===== config.mk =====
export PLATFORM = sky130hd
export DESIGN_NAME = lock_code_sender
export DESIGN_NICKNAME = d
export VERILOG_FILES = /design/src/rtl/lock_code_sender.sv
export SDC_FILE = /design/constraint.sdc
export NUM_CORES = 1
export LEC_CHECK = 0
export CAP_MARGIN = 20
export CORE_MARGIN = 3
export CORE_UTILIZATION = 51
export DETAILED_ROUTE_END_ITERATION = 8
export PLACE_DENSITY_LB_ADDON = 0.3
export SLEW_MARGIN = 20
export SYNTH_ARGS = -nofsm -noshare
export SYNTH_HDL_FRONTEND = slang
export SYNTH_SLANG_ARGS = --single-unit

===== constraint.sdc =====
create_clock -name clk -period 1.9 [get_ports clk]
set_clock_uncertainty 0.15 [all_clocks]
set_input_delay 0.285 -clock clk [delete_from_list [all_inputs] [get_ports clk]]
set_output_delay 0.285 -clock clk [all_outputs]
set_load 0.03 [all_outputs]

===== src/rtl/lock_code_sender.sv =====
// Combination-lock code sender: replays a latched code as b0/b1 press pulses, then watches unlock.
// Optional build macro LOCK_SENDER_PREAMBLE_EN prepends three b1 presses that reset the lock.
module lock_code_sender #(
    parameter int MAX_LEN      = 8,
    parameter int GAP_CYCLES   = 2,
    parameter int CHECK_CYCLES = 4,
    localparam int LW = $clog2(MAX_LEN + 1)
) (
    input  logic               clk,
    input  logic               rst_n,
    input  logic               start,
    input  logic [MAX_LEN-1:0] code,
    input  logic [LW-1:0]      code_len,
    input  logic               unlock,
    output logic               b0,
    output logic               b1,
    output logic               busy,
    output logic               done,
    output logic               pass,
    output logic [LW-1:0]      sym_idx
);
    localparam int GW = $clog2(GAP_CYCLES + 1);
    localparam int CW = $clog2(CHECK_CYCLES + 1);
    localparam logic [GW-1:0] GAP_LAST = GW'(GAP_CYCLES - 1);
    localparam logic [CW-1:0] CHK_LAST = CW'(CHECK_CYCLES - 1);
    localparam logic [LW-1:0] LEN_MAX  = LW'(MAX_LEN);

    typedef enum logic [2:0] {
        IDLE  = 3'd0,
        PRE   = 3'd1,
        PRESS = 3'd2,
        GAP   = 3'd3,
        CHECK = 3'd4,
        DONE  = 3'd5
    } state_t;

    function automatic logic [LW-1:0] clamp_len(input logic [LW-1:0] len);
        return (len > LEN_MAX) ? LEN_MAX : len;
    endfunction

    state_t             state_r;
    logic [MAX_LEN-1:0] code_r;
    logic [LW-1:0]      len_r;
    logic [GW-1:0]      gap_cnt_r;
    logic [CW-1:0]      chk_cnt_r;
`ifdef LOCK_SENDER_PREAMBLE_EN
    logic [1:0]         pre_cnt_r;
`endif
    logic [LW-1:0]      len_s;
    logic               last_sym_s;

    assign len_s      = clamp_len(code_len);
    assign last_sym_s = ((sym_idx + LW'(1)) == len_r);

    // Sequencer: code_r shifts right so the next symbol to send is always code_r[0].
    always_ff @(posedge clk or negedge rst_n) begin
        if (!rst_n) begin
            state_r   <= IDLE;
            code_r    <= '0;
            len_r     <= '0;
            gap_cnt_r <= '0;
            chk_cnt_r <= '0;
`ifdef LOCK_SENDER_PREAMBLE_EN
            pre_cnt_r <= 2'd0;
`endif
            b0        <= 1'b0;
            b1        <= 1'b0;
            busy      <= 1'b0;
            done      <= 1'b0;
            pass      <= 1'b0;
            sym_idx   <= '0;
        end else begin
            b0   <= 1'b0;
            b1   <= 1'b0;
            done <= 1'b0;
            case (state_r)
                IDLE: begin
                    if (start) begin
                        len_r     <= len_s;
                        pass      <= 1'b0;
                        sym_idx   <= '0;
                        busy      <= 1'b1;
                        chk_cnt_r <= '0;
`ifdef LOCK_SENDER_PREAMBLE_EN
                        code_r    <= code;
                        pre_cnt_r <= 2'd0;
                        b1        <= 1'b1;
                        state_r   <= PRE;
`else
                        if (len_s == '0) begin
                            code_r  <= code;
                            state_r <= CHECK;
                        end else begin
                            b0      <= ~code[0];
                            b1      <= code[0];
                            code_r  <= code >> 1'b1;
                            state_r <= PRESS;
                        end
`endif
                    end else begin
                        state_r <= IDLE;
                    end
                end
`ifdef LOCK_SENDER_PREAMBLE_EN
                // b1 still high marks the press cycle of the current preamble press.
                PRE: begin
                    if (b1) begin
                        if ((pre_cnt_r == 2'd2) && (len_r == '0)) begin
                            chk_cnt_r <= '0;
                            state_r   <= CHECK;
                        end else begin
                            gap_cnt_r <= GAP_LAST;
                        end
                    end else if (gap_cnt_r != '0) begin
                        gap_cnt_r <= gap_cnt_r - 1'b1;
                    end else if (pre_cnt_r == 2'd2) begin
                        b0      <= ~code_r[0];
                        b1      <= code_r[0];
                        code_r  <= code_r >> 1'b1;
                        state_r <= PRESS;
                    end else begin
                        pre_cnt_r <= pre_cnt_r + 2'd1;
                        b1        <= 1'b1;
                    end
                end
`endif
                PRESS: begin
                    gap_cnt_r <= GAP_LAST;
                    chk_cnt_r <= '0;
                    state_r   <= last_sym_s ? CHECK : GAP;
                end
                GAP: begin
                    if (gap_cnt_r != '0) begin
                        gap_cnt_r <= gap_cnt_r - 1'b1;
                    end else begin
                        sym_idx <= sym_idx + LW'(1);
                        b0      <= ~code_r[0];
                        b1      <= code_r[0];
                        code_r  <= code_r >> 1'b1;
                        state_r <= PRESS;
                    end
                end
                CHECK: begin
                    if (unlock) begin
                        pass    <= 1'b1;
                        done    <= 1'b1;
                        busy    <= 1'b0;
                        state_r <= DONE;
                    end else if (chk_cnt_r == CHK_LAST) begin
                        pass    <= 1'b0;
                        done    <= 1'b1;
                        busy    <= 1'b0;
                        state_r <= DONE;
                    end else begin
                        chk_cnt_r <= chk_cnt_r + 1'b1;
                    end
                end
                DONE: begin
                    state_r <= IDLE;
                end
                default: begin
                    busy    <= 1'b0;
                    state_r <= IDLE;
                end
            endcase
        end
    end

endmodule


==> metrics.csv <==
stage,metric,value,unit
worst_setup_path,r2r_slack,0.11,ns
worst_setup_path,cp_slowest_cell,clkdlybuf4s50_1,
sta,hold_viol_final,0,
worst_setup_path,cpPeakStageDelay,0.68,ns
worst_setup_path,critPathArrivalTime,1.41,ns
cts,cts_tree,yes,
floorplanning,start_util,55.0,%
worst_setup_path,reg2reg_to,state_r[0],
drt,vias_per_cell,5.69,
pwr,vdd_drop_max,0.756,mV
placement,dp_hpwl,2.55,mm
cts,clockRootBuffer,clkbuf_4,
drt,via_count,1344,
pwr,leakagePower,0.000934,uW
grt,gr-total-overflow,0,
logic_synthesis,synth.avg_cell_area,9.35,um^2
cts,cts_buffers,5,
cts,clk_pin_slew,0.09,ns
sta,max_slew.worst_pin.slew,0.413,ns
drt,firstDrtPassIters,4,
hold_path,min_path_type,in -> async,
cts,postCtsSetupRepairBufs,0,
cts,clock-sinks,29,
worst_setup_path,cp_cell_sequence,clkdlybuf4s50_1,
logic_synthesis,synth_area,1570,um^2
floorplanning,fp.dieW,61.5,um
worst_setup_path,cp_top_family,buffers and inverters,
grt,grt_pass1_wl,5.69,mm
drt,route.detailed.drc,0,
drt,initialDrtViolationCount,31,
layout,layout.nets,224,
placement,gp_congestion,0.796,
drt,drt_wl_total,3.39,mm
flow_run,maxCapViolCount,0,
worst_setup_path,path_buf_inv,1,
sta,fmax,543,MHz
sta,rsz0062_at_grt,no,
worst_setup_path,critPathRequiredTime,1.46,ns
logic_synthesis,yosys_warnings,0,
cts,ctsHtreeMaxLevel,2,
grt,grt_use_total,20.7,%
worst_setup_path,cp-end-kind,primary output,
floorplanning,die_y,61.5,um
sta,setup_violations,0,
pwr,pwr_density_cell,1450,nW/um^2
worst_setup_path,cp_max_fo,4,
floorplanning,io_pins,25,
layout,antenna_cells,0,
worst_setup_path,path_class,reg -> out,
sta,slew_violations,0,
run_status,status,completed,
layout,layout-drive-gt1-share,15.1,%
sta,fin_crit_sh,96.9,%
logic_synthesis,synthCells,168,
sta,min_period,1.84,ns
logic_synthesis,synth_nets,188,
grt,antenna_found_initial,0,
cts,clk_latency,0.32,ns
worst_setup_path,path_depth,1,
worst_setup_path,worstReg2RegStart,sym_idx[1],
worst_setup_path,worstSetupStartpointType,flop,
placement,place_inst,228,
logic_synthesis,synth_seq_area_share,46.2,%
drt,ant_nets,0,
floorplanning,dieArea,3780,um^2
cts,clk_path_buf_depth,2,
logic_synthesis,ys_ff_latch,29,
floorplanning,rows,19,
logic_synthesis,yosys.cell_types.count,37,
worst_setup_path,ff2ff_path_depth,5,
drt,wire_per_inst,14.4,um
grt,grt_pass1_vias,1268,
layout,syn2layout_area_growth,25.1,%
sta,tns,0,ns
layout,final.fill_count,218,
grt,grt_max_degree,30,
floorplanning,core_area,2850,um^2
sta,slew_headroom,72.4,%
placement,io_buffers,24,
layout,finalNonFillerCells,236,
[worst max-delay path by stage]
stage                start         end  slack, ns
6_report              busy        busy       0.06
5_1_grt               busy        busy      0.002
4_1_cts         sym_idx[3]  sym_idx[3]       0.02
3_5_place_dp   code_len[0]   code_r[2]      -0.15
3_3_place_gp   code_len[0]   code_r[0]      -0.10
2_1_floorplan   sym_idx[0]  state_r[0]       0.09
[kinds of logic (layout without fill, tap and decap cells)]
kind of cell	count (synthesis)	count (layout)	synth area share, %
and+or+nand+nor	76	76	22.2
adders and majority gates	4	4	3.19
DFF	29	29	46.2
AOI/OAI and AO/OA	35	35	17.4
buffers and inverters	15	52	4.78
muxes	3	3	2.07
xor gates and xnor gates	6	6	4.22
[placed cells by master, fill, tap and decap left out, types with 3 or more instances in the layout]
master and instances:
and3_1 8, clkdlybuf4s50_1 21, nand2b_1 4, ha_1 4, xnor2_1 3, o21ai_0 10
buf_4 12, dfrtp_1 29, nand3_1 5, nand2_1 36, o31ai_2 7, clkbuf_4 5
inv_1 7, a22o_1 3, nor2_1 14
[per-stage QoR]
step	util, %	instance area (um^2)	power (uW)	setup slack [ns]	hold slack [ns]
floorplan	-	1570	2040	0.0887	-0.161
global placement	67.0	1910	2420	-0.101	0.316
detailed placement	67.0	1910	2520	-0.150	0.332
CTS	68.7	1960	2860	0.0184	0.185
global route	68.9	1960	3080	0.00181	0.198
finish	68.9	1960	2850	0.0598	0.179
[synth_stat cells, drive strengths merged]
| cell type | instances | area [um^2] |
|---|---|---|
| nor3 | 1 | 5.00 |
| xnor2 | 3 | 26.3 |
| mux2 | 2 | 22.5 |
| nor4 | 1 | 6.26 |
| o21bai | 1 | 7.51 |
| xor2 | 2 | 17.5 |
| nand2 | 36 | 135 |
| a31o | 1 | 8.76 |
| or4 | 1 | 7.51 |
| nand2b | 4 | 25.0 |
| o32ai | 2 | 17.5 |
| ha | 4 | 50.1 |
| and3 | 8 | 50.1 |
| clkbuf | 3 | 11.3 |
| a22oi | 1 | 7.51 |
| o31ai | 8 | 95.1 |
| o21ai | 11 | 55.1 |
| mux2i | 1 | 10.0 |
| dfrtp | 29 | 726 |
| inv | 7 | 26.3 |
| nor2b | 2 | 12.5 |
| a21o | 2 | 15.0 |
| xnor3 | 1 | 22.5 |
| a21oi | 2 | 10.0 |
| a2111oi | 1 | 8.76 |
| a22o | 3 | 26.3 |
| a311oi | 1 | 8.76 |
| nand3 | 5 | 25.0 |
| o22ai | 2 | 12.5 |
| nand4b | 1 | 8.76 |
| or3b | 1 | 8.76 |
| buf | 5 | 37.5 |
| nor2 | 15 | 56.3 |
| and2b | 1 | 7.51 |
[worst register-to-register path, cell delays in order (launching register included)]
cell and delay (ns):
dfrtp_1 0.42, ha_1 0.32, xor2_1 0.15, nor3_1 0.20
nand3_1 0.17, a31o_2 0.28
[state kept, by name (all words and copies together) (netlist names)]
| register | count |
|---|---|
| code_r | 8 |
| len_r | 4 |
| sym_idx | 4 |
| chk_cnt_r | 3 |
| state_r | 3 |
| gap_cnt_r | 2 |
| b0 | 1 |
| b1 | 1 |
| busy | 1 |
| done | 1 |
| pass | 1 |
[timing repair]
| action | 4_1_cts | 5_1_grt |
|---|---|---|
| hold buffers | 0 | 0 |
| pin swaps | 0 | 0 |
| endpoints found under the hold margin | 0 | 0 |
| gates resized for setup | 2 | 2 |
| setup endpoints to repair | 2 | 4 |
[layer usage]
metal	share of wire [%]	track usage, %
met2	51	35.3
met3	4.7	5.66
met4	0.94	6.36
met5	0	0
met1	43	25.5
[final cells by class]
type / instances / area, um^2 / share of cell area (%)
clock buffers: 6 / 41.3 / 2.10
well taps: 31 / 38.8 / 1.97
flip-flops and latches: 29 / 726 / 36.9
repair buffers: 37 / 350 / 17.8
multi-input cells: 124 / 772 / 39.3
inverters: 7 / 26.3 / 1.34
clock inverters: 2 / 10.0 / 0.510
[where the power goes]
part | switching (uW) | internal, uW
Sequential | 161 | 844
Clock | 214 | 141
Combinational | 799 | 688
No activity file was read; power rests on OpenSTA's default activity.
